[config.mk]
export PLATFORM = sky130hd
export DESIGN_NAME = apb_master_engine
export DESIGN_NICKNAME = d
export VERILOG_FILES = /design/src/rtl/apb_master_engine.sv
export SDC_FILE = /design/constraint.sdc
export NUM_CORES = 1
export LEC_CHECK = 0
export CAP_MARGIN = 20
export CORE_ASPECT_RATIO = 0.8
export CORE_MARGIN = 2
export CORE_UTILIZATION = 53
export DETAILED_ROUTE_END_ITERATION = 6
export PLACE_DENSITY = 0.86
export SETUP_SLACK_MARGIN = 0.5
export SYNTH_ARGS = -nofsm -noshare
export SYNTH_HDL_FRONTEND = slang
export SYNTH_HIERARCHICAL = 1
export SYNTH_SLANG_ARGS = --single-unit
[constraint.sdc]
create_clock -name pclk -period 4.7 [get_ports pclk]
set_input_delay 0.94 -clock pclk [delete_from_list [all_inputs] [get_ports pclk]]
set_output_delay 0.94 -clock pclk [all_outputs]
set_load 0.01 [all_outputs]
[src/rtl/apb_master_engine.sv]
// APB master: queued read/write commands run as SETUP/ACCESS transfers (APB_TIMEOUT_EN adds an ACCESS abort).
// Push-to-response is 3 cycles plus one per wait state; cmd_ready = !full; responses cannot be stalled.

module apb_cmd_fifo #(
  parameter int W     = 8,
  parameter int DEPTH = 4
) (
  input  logic                       clk,
  input  logic                       rst_n,
  input  logic                       push,
  input  logic [W-1:0]               push_dat,
  input  logic                       pop,
  output logic [W-1:0]               head,
  output logic [$clog2(DEPTH+1)-1:0] level,
  output logic                       full,
  output logic                       empty
);
  localparam int AW = $clog2(DEPTH);
  localparam int LW = $clog2(DEPTH+1);

  logic [W-1:0]  mem [DEPTH];
  logic [AW-1:0] wr_ptr;
  logic [AW-1:0] rd_ptr;
  logic          do_push;
  logic          do_pop;

  assign full    = (level == LW'(DEPTH));
  assign empty   = (level == '0);
  assign head    = mem[rd_ptr];
  assign do_push = push && !full;
  assign do_pop  = pop && !empty;

  always_ff @(posedge clk) begin
    if (!rst_n) begin
      wr_ptr <= '0;
      rd_ptr <= '0;
      level  <= '0;
    end else begin
      if (do_push) wr_ptr <= wr_ptr + AW'(1);
      if (do_pop)  rd_ptr <= rd_ptr + AW'(1);
      case ({do_push, do_pop})
        2'b10:   level <= level + LW'(1);
        2'b01:   level <= level - LW'(1);
        default: level <= level;
      endcase
    end
  end

  always_ff @(posedge clk) begin
    if (do_push) mem[wr_ptr] <= push_dat;
  end
endmodule

module apb_master_engine #(
  parameter int ADDR_W      = 8,
  parameter int DATA_W      = 8,
  parameter int DEPTH       = 4,
  parameter int TIMEOUT_CYC = 16
) (
  input  logic                       pclk,
  input  logic                       preset_n,
  input  logic                       cmd_valid,
  output logic                       cmd_ready,
  input  logic                       cmd_write,
  input  logic [ADDR_W-1:0]          cmd_addr,
  input  logic [DATA_W-1:0]          cmd_wdata,
  output logic [$clog2(DEPTH+1)-1:0] fifo_level,
  output logic                       busy,
  output logic                       rsp_valid,
  output logic                       rsp_write,
  output logic [DATA_W-1:0]          rsp_rdata,
  output logic                       rsp_err,
  output logic                       rsp_timeout,
  output logic                       psel,
  output logic                       penable,
  output logic                       pwrite,
  output logic [ADDR_W-1:0]          paddr,
  output logic [DATA_W-1:0]          pwdata,
  input  logic [DATA_W-1:0]          prdata,
  input  logic                       pready,
  input  logic                       pslverr
);
  typedef struct packed {
    logic              write;
    logic [ADDR_W-1:0] addr;
    logic [DATA_W-1:0] wdata;
  } cmd_t;

  typedef enum logic [1:0] {IDLE, SETUP, ACCESS} state_t;

  state_t state, state_nxt;
  cmd_t   push_cmd, head;
  logic   push, pop, done, abort, full, empty, limit;

  assign push_cmd  = '{write: cmd_write, addr: cmd_addr, wdata: cmd_wdata};
  assign cmd_ready = !full;
  assign push      = cmd_valid && !full;
  assign busy      = (state != IDLE) || !empty;

  apb_cmd_fifo #(.W($bits(cmd_t)), .DEPTH(DEPTH)) u_fifo (
    .clk      (pclk),
    .rst_n    (preset_n),
    .push     (push),
    .push_dat (push_cmd),
    .pop      (pop),
    .head     (head),
    .level    (fifo_level),
    .full     (full),
    .empty    (empty)
  );

`ifdef APB_TIMEOUT_EN
  localparam int CW = $clog2(TIMEOUT_CYC+1);
  logic [CW-1:0] wait_cnt;

  // limit fires on the edge that would take the count to TIMEOUT_CYC
  assign limit = (wait_cnt == CW'(TIMEOUT_CYC-1));

  always_ff @(posedge pclk) begin
    if (!preset_n)                       wait_cnt <= '0;
    else if (state == SETUP)             wait_cnt <= '0;
    else if (state == ACCESS && !pready) wait_cnt <= wait_cnt + CW'(1);
  end

  always_ff @(posedge pclk) begin
    if (!preset_n) rsp_timeout <= 1'b0;
    else           rsp_timeout <= abort;
  end
`else
  localparam int unused_timeout_cyc = TIMEOUT_CYC;
  assign limit       = 1'b0;
  assign rsp_timeout = 1'b0;
`endif

  always_ff @(posedge pclk) begin
    if (!preset_n) state <= IDLE;
    else           state <= state_nxt;
  end

  always_comb begin
    state_nxt = state;
    pop       = 1'b0;
    done      = 1'b0;
    abort     = 1'b0;
    case (state)
      IDLE: begin
        if (!empty) begin
          pop       = 1'b1;
          state_nxt = SETUP;
        end
      end
      SETUP: state_nxt = ACCESS;
      ACCESS: begin
        if (pready) begin
          done = 1'b1;
          if (!empty) begin
            pop       = 1'b1;
            state_nxt = SETUP;
          end else begin
            state_nxt = IDLE;
          end
        end else if (limit) begin
          // abort always passes through IDLE so psel drops for a cycle
          abort     = 1'b1;
          state_nxt = IDLE;
        end
      end
      default: state_nxt = IDLE;
    endcase
  end

  always_ff @(posedge pclk) begin
    if (!preset_n) begin
      psel      <= 1'b0;
      penable   <= 1'b0;
      pwrite    <= 1'b0;
      paddr     <= '0;
      pwdata    <= '0;
      rsp_valid <= 1'b0;
      rsp_write <= 1'b0;
      rsp_rdata <= '0;
      rsp_err   <= 1'b0;
    end else begin
      rsp_valid <= done || abort;
      rsp_write <= (done || abort) && pwrite;
      rsp_rdata <= (done && !pwrite) ? prdata : '0;
      rsp_err   <= (done && pslverr) || abort;
      if (pop) begin
        psel    <= 1'b1;
        penable <= 1'b0;
        pwrite  <= head.write;
        paddr   <= head.addr;
        pwdata  <= head.write ? head.wdata : '0;
      end else if (state == SETUP) begin
        penable <= 1'b1;
      end else if (done || abort) begin
        psel    <= 1'b0;
        penable <= 1'b0;
        pwrite  <= 1'b0;
        paddr   <= '0;
        pwdata  <= '0;
      end
    end
  end
endmodule

Word-level counts from Yosys, hierarchy flattened
Memories as Yosys holds them, arrays and structs flattened. A register that Yosys moved wholly into a read port is not among the register bits. Cells that the tools add are included.

Memories kept: 1. Word-level logic and storage cells: 71. Flip-flop bits (word level): 39. Input port bits: 30. RAM bits: 68.

Memory list: u_fifo.mem (words 4, width 17, read ports 1, clocked after Yosys merged registers in 1, write ports 1, RTL line 21) `logic [W-1:0] mem [DEPTH];`.

Bitwise operators: 1. Eq/ne operators: 8. Reductions and logical operators: 20. Mux-type cells: 24. Add/sub/neg operators: 4.

Operators by type and width (number): $mux W8 (5); $mux W1 (12); $mux W2 (4); $reduce_bool A2 Y1 (4); $logic_and A1 B1 Y1 (6); $pmux W2 S3 (1); $pmux W3 S2 (1); $reduce_and A2 Y1 (3); $add A2 B1 Y2 const B (2); $eq A2 B1 Y1 const B (2); $eq A2 B2 Y1 const B (2); $ne A2 B2 Y1 const B (2); $add A3 B1 Y3 const B (1); $eq A3 B3 Y1 const B (1); $logic_not A1 Y1 (3); $logic_not A3 Y1 (1); $sub A3 B1 Y3 const B (1); $logic_not A2 Y1 (1); $ne A2 B1 Y1 const B (1); $pmux W1 S2 (1); $reduce_or A2 Y1 (1); $logic_or A1 B1 Y1 (1); $not A1 Y1 (1).

Logic depth before layout (Yosys ltp)
Gate-level depths: netlist (run 1).

Depth after elaboration: 7. Gate-level depth with buffers: 11. Mapped depth without buffers: 10.

By module
The synthesis (run 1) kept the hierarchy.

By module, submodules not included: apb_cmd_fifo (times used 1, cells each 143, area an instance 2960.3 µm²); apb_master_engine (times used 1, cells each 85, area an instance 1062.3 µm²).

Worst setup path after synthesis (run 1)
OpenSTA, ideal clock, no wires.

Path kind: in2reg. From: input port pready. To: register u_fifo.level[2]. Path slack: 2.066 ns. Stages: 9. Arrival time: 2.564 ns. Setup time: 0.070 ns. Data required time: 4.630 ns. Path buffers: 0. Path through: nor2b_4 -> nor3_1 -> nor2b_1 -> ha_1 -> inv_1 -> fa_1 -> xor2_1 -> or3_1 -> a21boi_1.

Word-level cells in the longest chain between the ends: 5. Elaborated cells on any way between the ends: 7. Classes of those cells: eq/ne: 2; mux: 3; reduce/logical: 2.

Ends and longest elaborated chain: start: declaration (RTL line 80) `input logic pready,`; $mux W1 (*) (RTL line 154) `if (pready) begin`; $pmux W1 S2 (*) (RTL line 145) `case (state)`; named net pop (RTL line 93) `logic push, pop, done, abort, full, empty, limit;`; $logic_and A1 B1 Y1 (*) (RTL line 31) `assign do_pop = pop && !empty;`; named net u_fifo.do_pop (RTL line 25) `logic do_pop;`; $eq A2 B1 Y1 or $eq A2 B2 Y1 (tied branches) (RTL line 41) `case ({do_push, do_pop})`; $pmux W3 S2 or $reduce_bool A2 Y1 (tied branches); end signal: assignment (RTL line 42) `2'b10: level <= level + LW'(1);`; end signal: assignment (RTL line 43) `2'b01: level <= level - LW'(1);`; end signal: assignment (RTL line 44) `default: level <= level;`; end: declaration (RTL line 14) `output logic [$clog2(DEPTH+1)-1:0] level,`.

Mark *: on every way through the listed nets, which the timed path passes. The rest lies on a longest branch. A chain may end at the register's enable or synchronous reset.

Final worst setup path (run 1)
Same ends and word-level chain as after synthesis.

==> impl_metrics.py, run 1 <==
metrics = {
    "status": {
        "status": "finished clean",
    },
    "die": {
        "die_h_um": 81.9,
        "io_pins": 66,
        "rows": 28,
        "start_util_pct": 54.4,
        "die_area_um2": 8310,
        "coreArea_um2": 7390,
        "die_x_um": 101,
    },
    "timing": {
        "skew_ps": 11.4,
        "tns_ps": 0,
        "setup_ws_ps": 1670,
        "max_clock_freq_mhz": 330,
        "maxSlewViolCount": 0,
        "hold_slack_ps": 485,
        "worst_pin_slew_ps": 916,
        "rsz0062_at_grt": "no",
        "fin_crit_ps": 3030,
        "final-setup-viol-count": 0,
        "final.period_utilization_pct": 64.5,
        "hold_viol": 0,
        "relSlewSlack_pct": 38.9,
    },
    "placed_design": {
        "io_buffer_count": 64,
        "hpwlAfterDp_um": 4380,
        "dpl_cell_area_um2": 4710,
        "place.gp.congestion": 0.722,
        "dp_slack_ps": 1320,
    },
    "logic_synthesis": {
        "synth-async-reset-ratio_pct": 0,
        "synth_edf_count": 68,
        "ys_ff_latch": 109,
        "synth_cells": 228,
        "syn_avg_cell_area_um2": 17.6,
        "yosys.area.top_type_share_pct": 50.8,
        "synthesis.area_um2": 4020,
        "ys_top_cells_by_area": "edfxtp_1 51%, dfxtp_1 20%, mux4_2 9.5%",
        "yosysSeqAreaShare_pct": 71.2,
        "yosysWarningCount": 6,
        "yosysTopAreaCell": "edfxtp_1",
        "yosys.cell_types.count": 39,
        "synth_fp_nets": 264,
        "synth_top_flop_cell": "edfxtp_1",
    },
    "setup_path": {
        "crit_arrival_ps": 3330,
        "r2r-start": "u_fifo/level[0]",
        "critPathSlowestCell": "clkdlybuf4s50_1",
        "cp_cell_sequence": "clkdlybuf4s50_1 -> nor2b_4 -> nor3_1 -> nor2b_1 -> ha_1 -> inv_1 -> fa_1 -> xor2_1 -> or3_1 -> a21boi_1",
        "crit_type": "input port to flop",
        "cp_max_fo": 5,
        "r2r_end": "u_fifo/level[2]",
        "rr_worst_depth": 9,
        "cpPeakStageDelay_ps": 540,
        "cp-end-kind": "flop",
        "cp.required_ps": 5000,
        "crit_path_start_kind": "input port",
        "ff2ff_setup_slack_ps": 2180,
        "crit_family": "simple AND/OR/NAND/NOR gates",
        "path_buf_inv": 2,
    },
    "cells_and_area": {
        "final_area_um2": 4900,
        "fillers": 516,
        "nNetsFinal": 330,
        "regArea_um2": 2860,
        "utilization_pct": 66.2,
        "multi_input_area_um2": 1040,
        "drive_above_1_share_pct": 13.7,
        "n_antenna_cell": 0,
        "area_growth_pct": 21.7,
    },
    "detailed_routing": {
        "detail_route.vias_per_cell": 5.16,
        "first_pass_iters": 4,
        "wl_per_cell_um": 16.2,
        "wl_um": 6560,
        "drt_iter0_markers": 201,
        "route.detailed.drc": 0,
        "vias": 2086,
        "ant_nets": 0,
    },
    "job": {
        "drv_cap": 0,
    },
    "clock_tree": {
        "cts_hold_buf": 0,
        "insertion_delay_ps": 360,
        "clk_path_buf_depth": 2,
        "htree_num_levels": 3,
        "root_buffer": "clkbuf_8",
        "clock-sinks": 109,
        "cts_setup_buffers": 0,
        "cts_resized": 0,
        "clkTransAtPathRegs_ps": 100,
        "cts_buffers": 9,
        "cts_tree": "done",
    },
    "power_and_ir_drop": {
        "power_density_nw_per_um2": 535,
        "p_leak_nw": 1.66,
        "ir_drop_mv": 0.262,
    },
    "min_path": {
        "min_path_cells": 1,
        "hp-class": "flop to flop",
        "hold_end": "pwdata[5]",
        "min-delay-start": "pwdata[5]",
    },
    "grt": {
        "grt_overflow": 0,
        "antenna_found_initial": 0,
        "grt_max_degree": 19,
        "grt_pass1_vias": 2095,
        "grt_pass1_wl_um": 10600,
        "grt_usage_pct": 17.4,
    },
}
## placed cells by master, fill, tap and decap left out, drive strengths merged, types with 5 or more instances in the layout
cell type,synthesis,final
mux4,17,17
and2,16,16
nand2,9,9
edfxtp,68,68
o21ai,6,6
nor2b,6,6
inv,7,9
a22o,16,16
clkdlybuf4s50,0,64
ha,5,5
dfxtp,41,41
clkbuf,1,10
## synthesized netlist by cell type, drive strengths merged, types with 2 or more instances
cell type	count
edfxtp	68
nor2b	6
ha	5
a21o	2
and2	16
inv	7
a21boi	3
mux2i	3
mux4	17
a22o	16
dfxtp	41
nor3	2
or3	2
o21ai	6
nor2	2
nand2	9
buf	9
## registers in the layout, indices dropped and copies added, names as in the netlist, named ones only
name and flops:
pwrite 1, rsp_rdata 8, rsp_valid 1, u_fifo/mem 68, state 2, rsp_err 1, u_fifo/level 3, rsp_write 1
pwdata 8, u_fifo/rd_ptr 2, paddr 8, penable 1, u_fifo/wr_ptr 2, psel 1
## cell type report
type | count | share of cell area, %
clock buffers | 10 | 2.81
clock inverters | 6 | 0.945
inverters | 7 | 0.537
multi-input cells | 102 | 21.3
flip-flops and latches | 109 | 58.5
well taps | 105 | 2.68
repair buffers | 65 | 13.2
## where the power goes
group | switching [W] | total [W] | internal (W)
sequential | 0.0000983 | 0.00130 | 0.00121
combinational | 0.000374 | 0.000800 | 0.000426
clock | 0.000305 | 0.000516 | 0.000211
## cell families after synthesis
| family | synth area share, % |
|---|---|
| flip-flops | 71.2 |
| AND/OR/NAND/NOR | 7.62 |
| AO/OA/AOI/OAI | 5.51 |
| adder cells (fa/ha/maj) | 2.05 |
| XOR/XNOR | 0.436 |
| multiplexers | 10.3 |
| buffers and inverters | 2.86 |
| other | 0.0932 |
## worst max path at each step
stage,startpoint,end,slack [ps],depth (start not counted)
3_3_place_gp,pready,u_fifo/level[2],1400,10
3_5_place_dp,pready,u_fifo/level[2],1320,10
6_report,pready,u_fifo/level[2],1670,10
4_1_cts,pready,u_fifo/level[2],1700,10
2_1_floorplan,pready,u_fifo/level[2],2070,9
5_1_grt,pready,u_fifo/level[2],1560,10
## routing by layer
| metal | track usage, % | part of all wire (%) | up-vias | routed length, µm |
|---|---|---|---|---|
| met5 | 0 | 0 | - | 0 |
| met4 | 5.68 | 0.76 | 0 | 50 |
| met3 | 5.28 | 6.2 | 7 | 407 |
| met2 | 28.9 | 50 | 64 | 3280 |
| met1 | 22.3 | 43 | 1027 | 2810 |
| li1 | - | - | 988 | - |
## per-stage QoR
stage	total power, W	cells
2_1_floorplan	0.00185	228
6_report	0.00262	404
3_5_place_dp	0.00213	388
3_3_place_gp	0.00210	388
4_1_cts	0.00265	404
5_1_grt	0.00277	404
No activity file was read; power rests on OpenSTA's default activity.
==> inputs of run 2 (changes only) <==
Settings changed: CORE_UTILIZATION 53 to 52, PLACE_DENSITY 0.86 to 0.85.
Clock period 4.7 ns to 2.9 ns, I/O delays scaled along.
==> impl_metrics.py, run 2 (synthesis results as in run 1) <==
metrics = {
    "detailed_routing": {
        "ant_nets": 0,
        "vias": 2141,
        "drt_iter0_markers": 80,
        "wl_per_cell_um": 16.9,
        "detail_route.vias_per_cell": 5.15,
        "wl_um": 7020,
        "route.detailed.drc": 0,
        "first_pass_iters": 4,
    },
    "cells_and_area": {
        "area_growth_pct": 25.4,
        "final_cell_mix": "68 x edfxtp_1, 64 x clkdlybuf4s50_1, 41 x dfxtp_1",
        "drive_above_1_share_pct": 17.4,
        "fillers": 535,
        "top_register": "u_fifo/mem",
        "final_common_cell": "edfxtp_1",
        "n_antenna_cell": 0,
        "largest_reg_flops": 68,
        "nNetsFinal": 342,
        "final_cells": 416,
        "utilization_pct": 67.6,
    },
    "grt": {
        "grt_overflow": 0,
        "grt_busiest_layer": "met2",
        "grt_pass1_wl_um": 10900,
        "grt_usage_pct": 17.9,
        "grt_max_degree": 19,
        "grt.met3_usage_pct": 6.57,
        "met2_usage_pct": 31.5,
        "grt_pass1_vias": 2134,
        "use_met1_pct": 21.7,
        "antenna_found_initial": 0,
    },
    "timing": {
        "maxSlewViolCount": 0,
        "final-setup-viol-count": 0,
        "final.period_utilization_pct": 86.4,
        "tns_ps": 0,
        "setup_ws_ps": 394,
        "hold_viol": 0,
        "rsz0062_at_grt": "yes",
        "worst_pin_slew_ps": 831,
        "fin_crit_ps": 2510,
        "max_clock_freq_mhz": 399,
        "skew_ps": 8.86,
        "relSlewSlack_pct": 44.6,
    },
    "power_and_ir_drop": {
        "pwr-share-comb_pct": 31.0,
        "p_total_w": 0.00453,
        "cellInternalPower_w": 0.00322,
        "sw_frac_of_total_pct": 28.9,
        "p_clk_share_pct": 21.5,
        "p_leak_nw": 1.75,
        "power_density_nw_per_um2": 898,
        "ir_drop_mv": 0.404,
        "p_seq_share_pct": 47.4,
        "p_sw_w": 0.00131,
    },
    "clock_tree": {
        "cts_hold_buf": 0,
        "clk_path_buf_depth": 2,
        "cts_tree": "done",
        "htree_num_levels": 3,
        "root_buffer": "clkbuf_8",
        "insertion_delay_ps": 360,
        "clkTransAtPathRegs_ps": 90,
        "cts_buffers": 9,
        "clock-sinks": 109,
    },
    "placed_design": {
        "place.gp.congestion": 0.679,
        "dp_slack_ps": -151,
        "numPlacedInstances": 398,
        "io_buffer_count": 64,
        "hpwlAfterDp_um": 4600,
    },
    "min_path": {
        "hp-class": "flop to flop",
    },
    "job": {
        "drv_cap": 0,
    },
    "setup_path": {
        "cp-end-kind": "flop",
        "cp_max_fo": 3,
        "cp.required_ps": 3190,
        "crit_path_start_kind": "input port",
        "crit_arrival_ps": 2800,
        "crit_type": "input port to flop",
    },
    "die": {
        "coreArea_um2": 7460,
        "io_pins": 66,
        "start_util_pct": 53.9,
        "rows": 28,
        "die_area_um2": 8460,
        "die_x_um": 102,
        "die_h_um": 82.7,
    },
    "status": {
        "status": "finished clean",
    },
}
==> run 2: path summary, 6_finish.rpt <==
check                    end  slack, ps  depth (start not counted)            start
max          u_fifo/level[2]        390                         10           pready
max reg2reg  u_fifo/level[2]        600                          9  u_fifo/level[0]
min reg2reg        pwdata[5]        490                          1        pwdata[5]
min                pwdata[5]        490                          1        pwdata[5]
==> run 2: per-layer routing <==
metal | share of wire [%] | wire [µm]
met1 | 43 | 3010
met2 | 51 | 3560
met3 | 5.8 | 410
met4 | 0.44 | 31
met5 | 0 | 0
==> run 2: worst max-delay path: stages <==
cell and delay [ps]:
clkdlybuf4s50_1 550, nor2b_4 70, nor3_4 150, nor2b_4 190, ha_1 180, inv_1 60
fa_1 370, xor2_1 160, or3_1 320, a21boi_1 170
==> run 2: timing repair <==
action / in CTS / in global routing
setup endpoints to repair: 3 / 3
pin swaps: 0 / 1
gates resized for setup: 2 / 3
setup buffers: 0 / 2
==> run 2: layout make-up <==
type	count	area, µm²	share of cell area, %
Tap cell	105	131	2.61
Clock inverter	6	86.3	1.71
Inverter	7	26.3	0.521
Timing Repair Buffer	77	738	14.6
Multi-Input combinational cell	102	1070	21.2
Sequential cell	109	2860	56.8
Clock buffer	10	128	2.53
==> run 2: power by group through the flow <==
stage | sequential (W) | combinational [W] | clock, W
after floorplan | 0.00216 | 0.000847 | 0
after global placement | 0.00216 | 0.00129 | 0
after detailed placement | 0.00217 | 0.00134 | 0
after CTS | 0.00215 | 0.00136 | 0.000993
after global routing | 0.00219 | 0.00153 | 0.00105
final | 0.00215 | 0.00141 | 0.000974
==> run 2: through the flow <==
stage	area, µm²	hold slack (ps)
2_1_floorplan	4020	456
6_report	5040	486
3_3_place_gp	4790	460
4_1_cts	5010	490
5_1_grt	5040	507
3_5_place_dp	4790	459
==> inputs of run 3 (changes only) <==
Settings changed: SLEW_MARGIN set to 20.
==> results of run 3 <==
The final DEF is identical to that of run 2; final timing and power are the same.
